$ cat src/rtl/gemm_tile_sequencer.sv
// Tiled-GEMM issue sequencer: walks M/K/N as RowPar x ColPar tiles, drives SRAM A/B reads,
// aligns PE valid/clear to read data and emits one C write per tile.
module gemm_tile_sequencer #(
  parameter int unsigned RowPar        = 4,
  parameter int unsigned ColPar        = 16,
  parameter int unsigned AddrWidth     = 12,
  parameter int unsigned SizeAddrWidth = 32,
  parameter int unsigned ReadLatency   = 1,
  parameter int unsigned MacLatency    = 1
) (
  input  logic                     clk_i,
  input  logic                     rst_ni,
  input  logic                     start_i,
  input  logic [SizeAddrWidth-1:0] M_size_i,
  input  logic [SizeAddrWidth-1:0] K_size_i,
  input  logic [SizeAddrWidth-1:0] N_size_i,
  input  logic [AddrWidth-1:0]     c_base_i,
  output logic                     busy_o,
  output logic                     done_o,
  output logic [AddrWidth-1:0]     sram_a_addr_o,
  output logic [AddrWidth-1:0]     sram_b_addr_o,
  output logic                     mac_valid_o,
  output logic                     acc_clear_o,
  output logic [AddrWidth-1:0]     sram_c_addr_o,
  output logic                     sram_c_we_o
);

  localparam int unsigned Depth = ReadLatency + MacLatency;
  localparam int unsigned SW    = SizeAddrWidth + 1;

  typedef enum logic [1:0] {StIdle, StRun, StDrain, StDone} state_e;

  state_e                       state_q, state_d;
  logic [SizeAddrWidth-1:0]     m_size_q, k_size_q, n_size_q, k_q;
  logic [SW-1:0]                m_off_q, n_off_q;
  logic [AddrWidth-1:0]         a_addr_q, a_row_q, b_addr_q, c_addr_q;
  logic [Depth-1:0]             pv_q, pf_q, pl_q;
  logic [Depth-1:0][AddrWidth-1:0] pc_q;

  logic issue, last_k, last_cb, last_rb, last_issue, size_zero, start_run;

  assign issue      = (state_q == StRun);
  assign last_k     = (k_q == k_size_q - SizeAddrWidth'(1));
  assign last_cb    = (n_off_q + SW'(ColPar) >= {1'b0, n_size_q});
  assign last_rb    = (m_off_q + SW'(RowPar) >= {1'b0, m_size_q});
  assign last_issue = issue && last_k && last_cb && last_rb;
  assign size_zero  = (M_size_i == '0) || (K_size_i == '0) || (N_size_i == '0);
  assign start_run  = (state_q == StIdle) && start_i && !size_zero;

  always_comb begin
    state_d = state_q;
    unique case (state_q)
      StIdle:  if (start_i) state_d = size_zero ? StDone : StRun;
      StRun:   if (last_issue) state_d = StDrain;
      // Leave once only the final stage still holds data; it retires on this edge.
      StDrain: if (pv_q[Depth-2:0] == '0) state_d = StDone;
      StDone:  state_d = StIdle;
      default: state_d = StIdle;
    endcase
  end

  always_ff @(posedge clk_i or negedge rst_ni) begin
    if (!rst_ni) begin
      state_q  <= StIdle;
      m_size_q <= '0;
      k_size_q <= '0;
      n_size_q <= '0;
      k_q      <= '0;
      m_off_q  <= '0;
      n_off_q  <= '0;
      a_addr_q <= '0;
      a_row_q  <= '0;
      b_addr_q <= '0;
      c_addr_q <= '0;
      pv_q     <= '0;
      pf_q     <= '0;
      pl_q     <= '0;
      pc_q     <= '0;
    end else begin
      state_q <= state_d;
      pv_q    <= {pv_q[Depth-2:0], issue};
      pf_q    <= {pf_q[Depth-2:0], issue && (k_q == '0)};
      pl_q    <= {pl_q[Depth-2:0], issue && last_k};
      pc_q    <= {pc_q[Depth-2:0], c_addr_q};
      if (start_run) begin
        m_size_q <= M_size_i;
        k_size_q <= K_size_i;
        n_size_q <= N_size_i;
        k_q      <= '0;
        m_off_q  <= '0;
        n_off_q  <= '0;
        a_addr_q <= '0;
        a_row_q  <= '0;
        b_addr_q <= '0;
        c_addr_q <= c_base_i;
      end else if (issue && !last_issue) begin
        if (!last_k) begin
          k_q      <= k_q + SizeAddrWidth'(1);
          a_addr_q <= a_addr_q + AddrWidth'(1);
          b_addr_q <= b_addr_q + AddrWidth'(1);
        end else begin
          k_q      <= '0;
          c_addr_q <= c_addr_q + AddrWidth'(1);
          if (!last_cb) begin
            // Same A row block again; B runs on contiguously into the next column block.
            n_off_q  <= n_off_q + SW'(ColPar);
            a_addr_q <= a_row_q;
            b_addr_q <= b_addr_q + AddrWidth'(1);
          end else begin
            n_off_q  <= '0;
            m_off_q  <= m_off_q + SW'(RowPar);
            a_addr_q <= a_addr_q + AddrWidth'(1);
            a_row_q  <= a_addr_q + AddrWidth'(1);
            b_addr_q <= '0;
          end
        end
      end
    end
  end

  assign busy_o        = (state_q == StRun) || (state_q == StDrain);
  assign done_o        = (state_q == StDone);
  assign sram_a_addr_o = a_addr_q;
  assign sram_b_addr_o = b_addr_q;
  assign mac_valid_o   = pv_q[ReadLatency-1];
  assign acc_clear_o   = pv_q[ReadLatency-1] && pf_q[ReadLatency-1];
  assign sram_c_we_o   = pv_q[Depth-1] && pl_q[Depth-1];
  assign sram_c_addr_o = sram_c_we_o ? pc_q[Depth-1] : '0;

endmodule

$ cat config.mk
export PLATFORM = sky130hd
export DESIGN_NAME = gemm_tile_sequencer
export DESIGN_NICKNAME = d
export VERILOG_FILES = /design/src/rtl/gemm_tile_sequencer.sv
export SDC_FILE = /design/constraint.sdc
export NUM_CORES = 1
export LEC_CHECK = 0
export BUFFER_PORTS_ARGS = -buffer_cell sky130_fd_sc_hd__buf_2
export CORE_UTILIZATION = 61
export CTS_BUF_LIST = sky130_fd_sc_hd__clkbuf_4 sky130_fd_sc_hd__clkbuf_8
export DETAILED_ROUTE_END_ITERATION = 7
export GPL_TIMING_DRIVEN = 0
export PLACE_DENSITY = 0.86
export SYNTH_ARGS = -nofsm -noshare
export SYNTH_HDL_FRONTEND = slang
export SYNTH_SLANG_ARGS = --single-unit
$ cat constraint.sdc
create_clock -name clk_i -period 10.5 [get_ports clk_i]
set_input_delay 1.575 -clock clk_i [delete_from_list [all_inputs] [get_ports clk_i]]
set_output_delay 1.575 -clock clk_i [all_outputs]
set_load 0.005 [all_outputs]
==> results by group, run 1 <==
Run status
  • Status: finished, final reports clean

Worst setup path
  • Delay of the slowest critical-path stage: 840 ps
  • Startpoint types: flop
  • Crit-path leading delay family: simple AND/OR/NAND/NOR gates
  • CP endpoint kind: flop
  • Critical Path Fanout Max: 10
  • Critical Path Most Common Cell: and3_1
  • Crit path launch: m_off_q[4]$_DFFE_PN0P_
  • Critical-path top delay cell: nor4_1
  • WS Path Type: reg -> reg
  • CP Cell Sequence: and3_1 > and3_1 > and3_1 > and3_1 > clkbuf_1 > nand2_1 > nor4_1 > clkbuf_1 > xor2_1 > ha_1 > nand2_1 > nor4_1 > o211ai_1 > nand4_1 > a211oi_1 > nand2b_1 > o31ai_2 > clkbuf_1 > a22oi_1 > mux2i_1
  • Critical Path AT: 6980 ps
  • Worst endpoint required time: 10970 ps
  • WP buf/inv: 3
  • Worst reg2reg startpoint: m_off_q[4]$_DFFE_PN0P_

Synthesis
  • Post-synth top area share: 41.6%
  • Ys flop type: dfrtp_1
  • Post-synth EDFFs: 0
  • Sequential area share after synthesis: 41.6%
  • Synth top cells by count: nand2_1, dfrtp_1, o21ai_0
  • Synthesized Nets: 2017
  • Mapped Area: between 15000 and 20000 sq um
  • Count leader, synth: nand2_1
  • Syn Area/Cell: 8.75 sq um
  • Largest cells by area after synthesis: dfrtp_1, nand2_1, ha_1
  • Syn Inst Count: about 1800
  • Synth cell types: 78
  • Register bit count reported by yosys: 267
  • Yosys top cell by area: dfrtp_1
  • Post-synth ARST share: 100%
  • Synth warn: 0

Placement
  • Post-DP HPWL: 34200 um
  • Placer congestion estimate: 0.946
  • Pre-CTS setup slack: 4250 ps
  • Placed cell areas: 17300 sq um
  • Dpl cells: 2323
  • Port-buffer cells: between 150 and 200

Power and ir drop
  • Sw Share: 22.4%
  • Power share of the clock group: 48.5%
  • Sequential share of power: roughly half
  • NetSw: 0.470 mW
  • PD cells: 115 nW/um^2
  • Total power: 2.10 mW
  • Static leakage: 9.08 nW
  • Gate power share: 2.5%
  • Int Pwr: about 1.6 mW
  • VDD IR max: between 0.1 and 0.15 mV

STA
  • Worst Skew: 31.6 ps
  • Worst-Margin Slew: 1220 ps
  • Relative slew slack: approximately 18%
  • Unrepaired setup endpoints after global routing: false
  • Fin. Hold Viols: 0
  • Min Hold Slack: 346 ps
  • Setup WS post-layout: 3990 ps
  • Final number of setup-violating endpoints: 0
  • Setup TNS: 0 ps
  • Tcrit/Tclk final: a little over 60%
  • Fin crit period: 6510 ps
  • Max-slew violations: 0
  • Achievable frequency: 154 MHz

Clocking
  • Clock root buffer: clkbuf_8
  • Num CTS Buffers: 45
  • Clk buf depth: 3
  • H-tree depth: 2
  • Hold Buf Count CTS: 0
  • Clock net sink count: 267
  • Post-CTS sizing: 0
  • Reg clk slew, reported paths: 60 ps
  • Post CTS Setup Buffer Count: 0
  • Clock latency on the worst-skew pair: between 500 and 600 ps
  • CTS tree: yes

Drt
  • Total wire length: 46900 um
  • First-pass DRT Iterations: 5
  • DR iter-0 viols: 1384
  • WL per Instance: 19.5 um
  • Via count: 15300
  • Antenna Nets Post-Route: 0
  • DR DRC count: 0
  • Vias per Instance: 6.36

Cells and area
  • Antenna diodes: 0
  • Final Core Density: a little over two thirds
  • Final instance area: 18300 sq um
  • Area grow syn2layout: 13.8%
  • Fraction of layout cells with a size suffix above 1: approximately 15%
  • Nets: about 2200
  • Post-route insts no fill: around 2400
  • # fillers: just under 2000

GRT
  • Largest net degree at the start of global routing: 121
  • Initial antenna violation count: 0
  • GRT Overall Usage: between 30% and 40%
  • First-pass GRT wire length: 74500 um
  • Overflow after GRT: 0
  • Vias in the first global route: ~15000

Floorplanning
  • FP Rows: 59
  • Die span in y: approximately 160 um
  • Die Wd: 164 um
  • I/O pin cnt: 152
  • Full die area: roughly 27000 sq um
  • Area of the core: 25900 sq um
  • Initial Util: 62.0%

Min path
  • Hold Path Class: reg -> reg
  • Critical hold path startpoint: pc_q[8]$_DFF_PN0_

Run
  • Max Cap Viol: 0
worst paths after layout:
check                                           end  slack (ps)  cells past startpoint
min reg2reg                      pc_q[20]$_DFF_PN0_         350                      0
max                             k_q[29]$_DFFE_PN0P_        3990                     20
min in group asynchronous         pc_q[2]$_DFF_PN0_         980                      1
max reg2reg                     k_q[29]$_DFFE_PN0P_        3990                     20
max in group asynchronous  k_size_q[21]$_DFFE_PN0P_        8500                      2
min                              pc_q[20]$_DFF_PN0_         350                      0
registers in the layout, indices dropped and copies added (netlist names):
signal / flops
sram_b_addr_o: 12
pf_q: 1
k_q: 32
n_size_q: 32
m_size_q: 32
n_off_q: 29
state_q: 2
a_row_q: 12
pv_q: 2
pc_q: 24
sram_a_addr_o: 12
m_off_q: 31
k_size_q: 32
c_addr_q: 12
pl_q: 2
final cells by class:
type,instances,area (sq um),share of cell area [%]
plain buffers,106,438,2.39
clock buffers,70,882,4.82
clock inverters,8,100,0.547
inverters,91,342,1.87
multi-input cells,1371,8600,47.1
flip-flops and latches,267,6680,36.5
well taps,335,419,2.29
repair buffers,153,821,4.49
layout by cell type (no fill, tap or decap), types with 39 or more instances in the layout:
master	synthesis	layout
and3_1	52	52
inv_1	91	91
nand3_1	84	84
xnor2_1	60	60
buf_2	11	161
ha_1	71	71
clkbuf_8	0	57
nor2_1	109	109
a31oi_1	39	39
o21ai_0	112	112
clkbuf_1	84	84
nand4_1	40	40
nor4_1	55	55
xor2_1	46	46
nand2_1	301	301
dfrtp_1	267	267
a21oi_1	48	48
power by group through the flow:
stage,clock (mW),combinational (mW),sequential [mW]
after floorplan,0,0.00219,1.05
after global placement,0,0.0489,1.05
after detailed placement,0,0.0526,1.05
after CTS,1.02,0.0530,1.03
after global routing,1.07,0.0589,1.03
final,1.02,0.0523,1.03
cells by family after synthesis:
logic type / synth area share (%)
AND/OR/NAND/NOR: 24.8
AO/OA/AOI/OAI: 14.9
flip-flops: 41.6
buffers and inverters: 4.85
XOR/XNOR: 5.78
adder cells (fa/ha/maj): 5.53
multiplexers: 2.47
per-layer routing:
| metal | GRT usage, % | share of wire [%] | vias to the layer above |
|---|---|---|---|
| li1 | - | - | 6951 |
| met1 | 45.4 | 40 | 7340 |
| met2 | 56.7 | 46 | 795 |
| met3 | 6.54 | 8.7 | 176 |
| met4 | 17.6 | 4.5 | 0 |
| met5 | 0 | 0 | - |
worst reg2reg max path, stage by stage (launching register included):
cell and delay (ps):
dfrtp_1 420, and3_1 260, and3_1 240, and3_1 270
and3_1 190, clkbuf_1 240, nand2_1 170, nor4_1 510
clkbuf_1 430, xor2_1 140, ha_1 300, nand2_1 80
nor4_1 840, o211ai_1 300, nand4_1 160, a211oi_1 230
nand2b_1 270, o31ai_2 430, clkbuf_1 530, a22oi_1 200
mux2i_1 220
Power figures use the tool's default switching activity.
==> run 2, diff against run 1 <==
- ABC_AREA: not set -> 1
- CORE_UTILIZATION: 61 -> 56
- PLACE_DENSITY: 0.86 -> 0.83
- clock period: 10.5 -> 5.76 ns (I/O delays scaled with it)
==> results by group, run 2 <==
Cells and area
  • Fraction of layout cells with a size suffix above 1: 11.8%
  • Nets: 2733
  • Antenna diodes: 0
  • Final instance area: 19100 sq um
  • Commonest non-fill, non-tap cell in the layout: nand2_1
  • Area grow syn2layout: 13.7%
  • Final Core Density: 64.7%
  • Most frequent cells in the layout: nand2_1, inv_1, dfrtp_1

Run status
  • Status: finished, violations left
  • Failing checks: DRC

Worst setup path
  • Critical Path AT: 5310 ps
  • Worst endpoint required time: 6210 ps
  • Delay of the slowest critical-path stage: 400 ps
  • CP Cell Sequence: inv_1 > nor3_1 > nand2_1 > nor3_1 > nand4_1 > nor3_1 > nand4_1 > xor2_1 > inv_1 > ha_1 > nand2_1 > inv_1 > nand4_1 > nor2_1 > nand3_1 > nand3_1 > nand3_2 > nand2_4 > nand2_4 > buf_6 > buf_2 > nand3_1 > nand2_1
  • Crit-path leading delay family: simple AND/OR/NAND/NOR gates
  • CP endpoint kind: flop
  • Critical-path top delay cell: dfrtp_1
  • WP buf/inv: 5
  • Startpoint types: flop
  • WS Path Type: reg -> reg
  • Critical Path Fanout Max: 10

Placement
  • Placed cell areas: 18100 sq um
  • Port-buffer cells: 151
  • Placer congestion estimate: 0.970
  • Post-DP HPWL: approximately 35000 um

Drt
  • Vias per Instance: ~5.3
  • DR DRC count: 2
  • DR iter-0 viols: about 1200
  • First-pass DRT Iterations: 8
  • Via count: around 16000
  • WL per Instance: 15.5 um
  • Total wire length: 46000 um
  • Antenna Nets Post-Route: 0

GRT
  • Initial antenna violation count: 1
  • Largest net degree at the start of global routing: 96
  • GRT Overall Usage: 30.7%
  • Vias in the first global route: approximately 16000
  • Overflow after GRT: 0
  • First-pass GRT wire length: 76400 um

STA
  • Relative slew slack: 21.6%
  • Unrepaired setup endpoints after global routing: false
  • Final number of setup-violating endpoints: 0
  • Achievable frequency: approximately 210 MHz
  • Tcrit/Tclk final: 84.4%
  • Worst Skew: 32.2 ps
  • Min Hold Slack: 275 ps
  • Worst-Margin Slew: 1180 ps
  • Fin crit period: 4860 ps
  • Fin. Hold Viols: 0
  • Setup TNS: 0 ps
  • Max-slew violations: 0

Synthesis
  • Register bit count reported by yosys: 267
  • Yosys top cell by area: dfrtp_1
  • Syn Inst Count: 2349
  • Sequential area share after synthesis: roughly 40%
  • Post-synth top area share: 39.7%
  • Mapped Area: 16800 sq um
  • Syn Area/Cell: 7.16 sq um
  • Post-synth EDFFs: 0
  • Ys flop type: dfrtp_1
  • Largest cells by area after synthesis: dfrtp_1, nand2_1, inv_1
  • Count leader, synth: nand2_1
  • Synthesized Nets: 2531
  • Synth cell types: 45
  • Synth warn: 0
  • Post-synth ARST share: 100%
  • Synth top cells by count: nand2_1, inv_1, dfrtp_1

Min path
  • Hold Path Class: in -> async

Clocking
  • Post-CTS sizing: 0
  • Hold Buf Count CTS: 0
  • Clk buf depth: 3
  • Clock latency on the worst-skew pair: between 500 and 600 ps
  • H-tree depth: 2
  • CTS tree: yes
  • Reg clk slew, reported paths: 60 ps
  • Post CTS Setup Buffer Count: 0
  • Clock net sink count: between 200 and 300
  • Num CTS Buffers: 47
  • Clock root buffer: clkbuf_8

Power and ir drop
  • PD cells: 388 nW/um^2
  • Int Pwr: roughly 4.3 mW
  • NetSw: 3.09 mW
  • Sw Share: 41.7%
  • Static leakage: 10.3 nW
  • Power share of the clock group: 25.0%
  • Gate power share: 38.2%
  • Sequential share of power: approximately 37%
  • VDD IR max: 0.240 mV

Floorplanning
  • Area of the core: approximately 30000 sq um
  • FP Rows: 63
  • Die span in y: 175 um
  • Initial Util: 56.9%
  • Die Wd: 175 um
  • I/O pin cnt: 152
  • Full die area: 30700 sq um

Run
  • Max Cap Viol: 0
-- run 2: area by class of cell --
class | instances | area (sq um)
Fill cell | 2558 | 10400
Multi-Input combinational cell | 1672 | 8520
Sequential cell | 267 | 6680
Inverter | 325 | 1220
Clock buffer | 72 | 897
Timing Repair Buffer | 153 | 821
Tap cell | 390 | 488
Buffer | 85 | 394
Clock inverter | 11 | 92.6
-- run 2: kinds of logic (layout without fill, tap and decap cells) --
logic type	after synthesis	count (layout)	share of synthesized area [%]
simple gates	1295	1295	33.0
buf+inv	410	646	9.60
compound gates	171	171	5.39
mux	1	1	0.0595
xor+xnor	134	134	6.98
flops	267	267	39.7
fa+ha+maj	71	71	5.28
-- run 2: final timing paths --
kind / startpoint / endpoint / slack (ps) / cells past startpoint
max: n_off_q[7]$_DFFE_PN0P_ / n_off_q[20]$_DFFE_PN0P_ / 900 / 23
min: rst_ni / sram_b_addr_o[6]$_DFFE_PN0P_ / 280 / 1
max reg2reg: n_off_q[7]$_DFFE_PN0P_ / n_off_q[20]$_DFFE_PN0P_ / 900 / 23
min reg2reg: pc_q[10]$_DFF_PN0_ / pc_q[22]$_DFF_PN0_ / 340 / 0
max in group asynchronous: rst_ni / m_size_q[18]$_DFFE_PN0P_ / 4580 / 2
min in group clk_i: pc_q[10]$_DFF_PN0_ / pc_q[22]$_DFF_PN0_ / 340 / 0
-- run 2: power by group through the flow --
stage                     registers, mW  logic, mW  clock network, mW
after global placement             2.72       2.66                  0
final                              2.72       2.83               1.86
after global routing               2.77       3.21               1.97
after floorplan                    2.63       1.98                  0
after detailed placement           2.73       2.80                  0
after CTS                          2.71       2.81               1.88
-- run 2: through the flow --
stage / setup WS (ps) / instances / power, mW
final: 900 / 2975 / 7.41
after global routing: 482 / 2975 / 7.95
after CTS: 1010 / 2975 / 7.41
after detailed placement: 1080 / 2892 / 5.53
after global placement: -977 / 2890 / 5.38
after floorplan: 2200 / 2349 / 4.61
-- run 2: routing by layer --
| layer | vias up | GRT usage (%) | routed length (um) |
|---|---|---|---|
| met5 | - | 0 | 14 |
| li1 | 7800 | - | - |
| met2 | 506 | 50.3 | 21500 |
| met1 | 7468 | 40.7 | 20100 |
| met3 | 119 | 4.48 | 2580 |
| met4 | 2 | 13.3 | 1850 |
==> run 3, diff against run 2 <==
- CORE_UTILIZATION: 56 -> 61
- PLACE_DENSITY: 0.83 -> 0.85
- clock period: 5.76 -> 4.6 ns (I/O delays scaled with it)
==> results by group, run 3 (synthesis results as in run 2) <==
STA
  • Worst Skew: 26.3 ps
  • Fin crit period: 4460 ps
  • Achievable frequency: 224 MHz
  • Worst-Margin Slew: 1160 ps
  • Tcrit/Tclk final: 97.0%
  • Relative slew slack: 22.9%
  • Fin. Hold Viols: 0
  • Min Hold Slack: 75.0 ps
  • Max-slew violations: 0
  • Final number of setup-violating endpoints: 0

Drt
  • First-pass DRT Iterations: 6
  • DR iter-0 viols: 1327
  • Antenna Nets Post-Route: 0
  • Total wire length: 46000 um
  • Via count: 16100
  • Vias per Instance: 5.51
  • DR DRC count: 0
  • WL per Instance: roughly 16 um

Floorplanning
  • Die span in y: around 170 um
  • FP Rows: 60
  • Full die area: 28200 sq um
  • I/O pin cnt: roughly 150
  • Die Wd: around 170 um
  • Initial Util: 62.2%
  • Area of the core: 27000 sq um

Worst setup path
  • Critical Path AT: 4920 ps
  • WS Path Type: reg -> reg
  • Worst endpoint required time: 5060 ps
  • CP endpoint kind: flop
  • Startpoint types: flop
  • Critical Path Fanout Max: 10

Clocking
  • Clock root buffer: clkbuf_8
  • H-tree depth: 2
  • Num CTS Buffers: 47
  • Clk buf depth: 3
  • Clock net sink count: roughly 270
  • Reg clk slew, reported paths: 60 ps
  • Clock latency on the worst-skew pair: 590 ps
  • CTS tree: yes
  • Hold Buf Count CTS: 0

GRT
  • Vias in the first global route: 15500
  • Initial antenna violation count: 1
  • Overflow after GRT: 0
  • GRT Overall Usage: 33.1%
  • First-pass GRT wire length: 75100 um
  • Largest net degree at the start of global routing: 102

Cells and area
  • Post-route insts no fill: roughly 3000
  • Fraction of layout cells with a size suffix above 1: 12.6%
  • Multi-input logic area: 8600 sq um
  • Area grow syn2layout: 13.9%
  • FF+latch area: 6680 sq um
  • Most frequent cells in the layout: nand2_1, inv_1, dfrtp_1
  • Commonest non-fill, non-tap cell in the layout: nand2_1
  • Nets: 2734
  • # fillers: 2148

Power and ir drop
  • VDD IR max: approximately 0.33 mV
  • Static leakage: 10.3 nW
  • PD cells: 484 nW/um^2

Placement
  • Dpl cells: about 2800
  • Placer congestion estimate: between 0.9 and 1
  • Port-buffer cells: 151
  • Post-DP HPWL: roughly 34000 um

Run status
  • Status: finished, final reports clean

Min path
  • Hold Path Class: in -> async

Run
  • Max Cap Viol: 0
[run 3: area by class of cell]
cell class / instances / share of cell area (%)
clock buffers: 75 / 4.74
inverters: 325 / 6.37
clock inverters: 8 / 0.418
diodes: 1 / 0.0131
plain buffers: 85 / 2.13
well taps: 341 / 2.23
multi-input cells: 1672 / 44.9
flip-flops and latches: 267 / 34.9
repair buffers: 154 / 4.32
[run 3: layer usage]
| metal | GRT usage, % | up-vias | routed length (um) |
|---|---|---|---|
| met2 | 55.1 | 620 | 21700 |
| met1 | 43.0 | 7586 | 19500 |
| met3 | 5.48 | 110 | 3110 |
| li1 | - | 7814 | - |
| met4 | 13.4 | 2 | 1620 |
| met5 | 0 | - | 12 |
[run 3: critical path: stages (launching register included)]
cell	delay, ps
dfrtp_1	430
nand2_1	100
nor2_2	190
nand4_1	190
inv_1	110
nand3_1	180
nor4_4	320
nand2_1	180
or2_2	310
xor2_1	130
inv_1	80
ha_1	280
nand2_1	50
inv_1	70
nand4_1	150
nor2_1	270
nand3_1	110
nand3_1	200
nand3_2	130
nand2_4	150
nand2_4	120
buf_6	200
clkbuf_4	200
nand3_1	90
nand2_1	80
[run 3: path summary, 6_finish.rpt]
| path | from | endpoint | slack, ps | cells after the start |
|---|---|---|---|---|
| setup / recovery | m_off_q[4]$_DFFE_PN0P_ | n_off_q[25]$_DFFE_PN0P_ | 140 | 24 |
| hold / removal | rst_ni | sram_b_addr_o[11]$_DFFE_PN0P_ | 70 | 1 |
| setup reg to reg | m_off_q[4]$_DFFE_PN0P_ | n_off_q[25]$_DFFE_PN0P_ | 140 | 24 |
| hold reg to reg | pc_q[0]$_DFF_PN0_ | pc_q[12]$_DFF_PN0_ | 340 | 0 |
| max in group asynchronous | rst_ni | n_off_q[4]$_DFFE_PN0P_ | 3600 | 2 |
| min in group clk_i | K_size_i[8] | k_size_q[8]$_DFFE_PN0P_ | 320 | 3 |
[run 3: repair_timing]
action	in CTS	in global routing
setup buffers	0	1
endpoints found under the setup margin	135	140
pin swaps	0	1
gates resized for setup	5	24
[run 3: per-stage QoR]
stage	TNS [ps]	power [mW]	util (%)	setup slack, ps	cell area, sq um
2_1_floorplan	0	5.77	-	1040	16800
3_3_place_gp	-506970	6.73	66.6	-1930	18000
3_5_place_dp	-1520	6.91	66.8	-68.3	18100
4_1_cts	0	9.23	70.6	26.1	19100
5_1_grt	-2070	9.92	70.9	-65.2	19200
6_report	0	9.27	70.9	139	19200
[run 3: power by group]
| group | internal, mW | switching, mW | total, mW |
|---|---|---|---|
| clock | 1.31 | 0.999 | 2.31 |
| combinational | 1.15 | 2.40 | 3.55 |
| sequential | 2.97 | 0.440 | 3.41 |
| total | 5.43 | 3.84 | 9.27 |
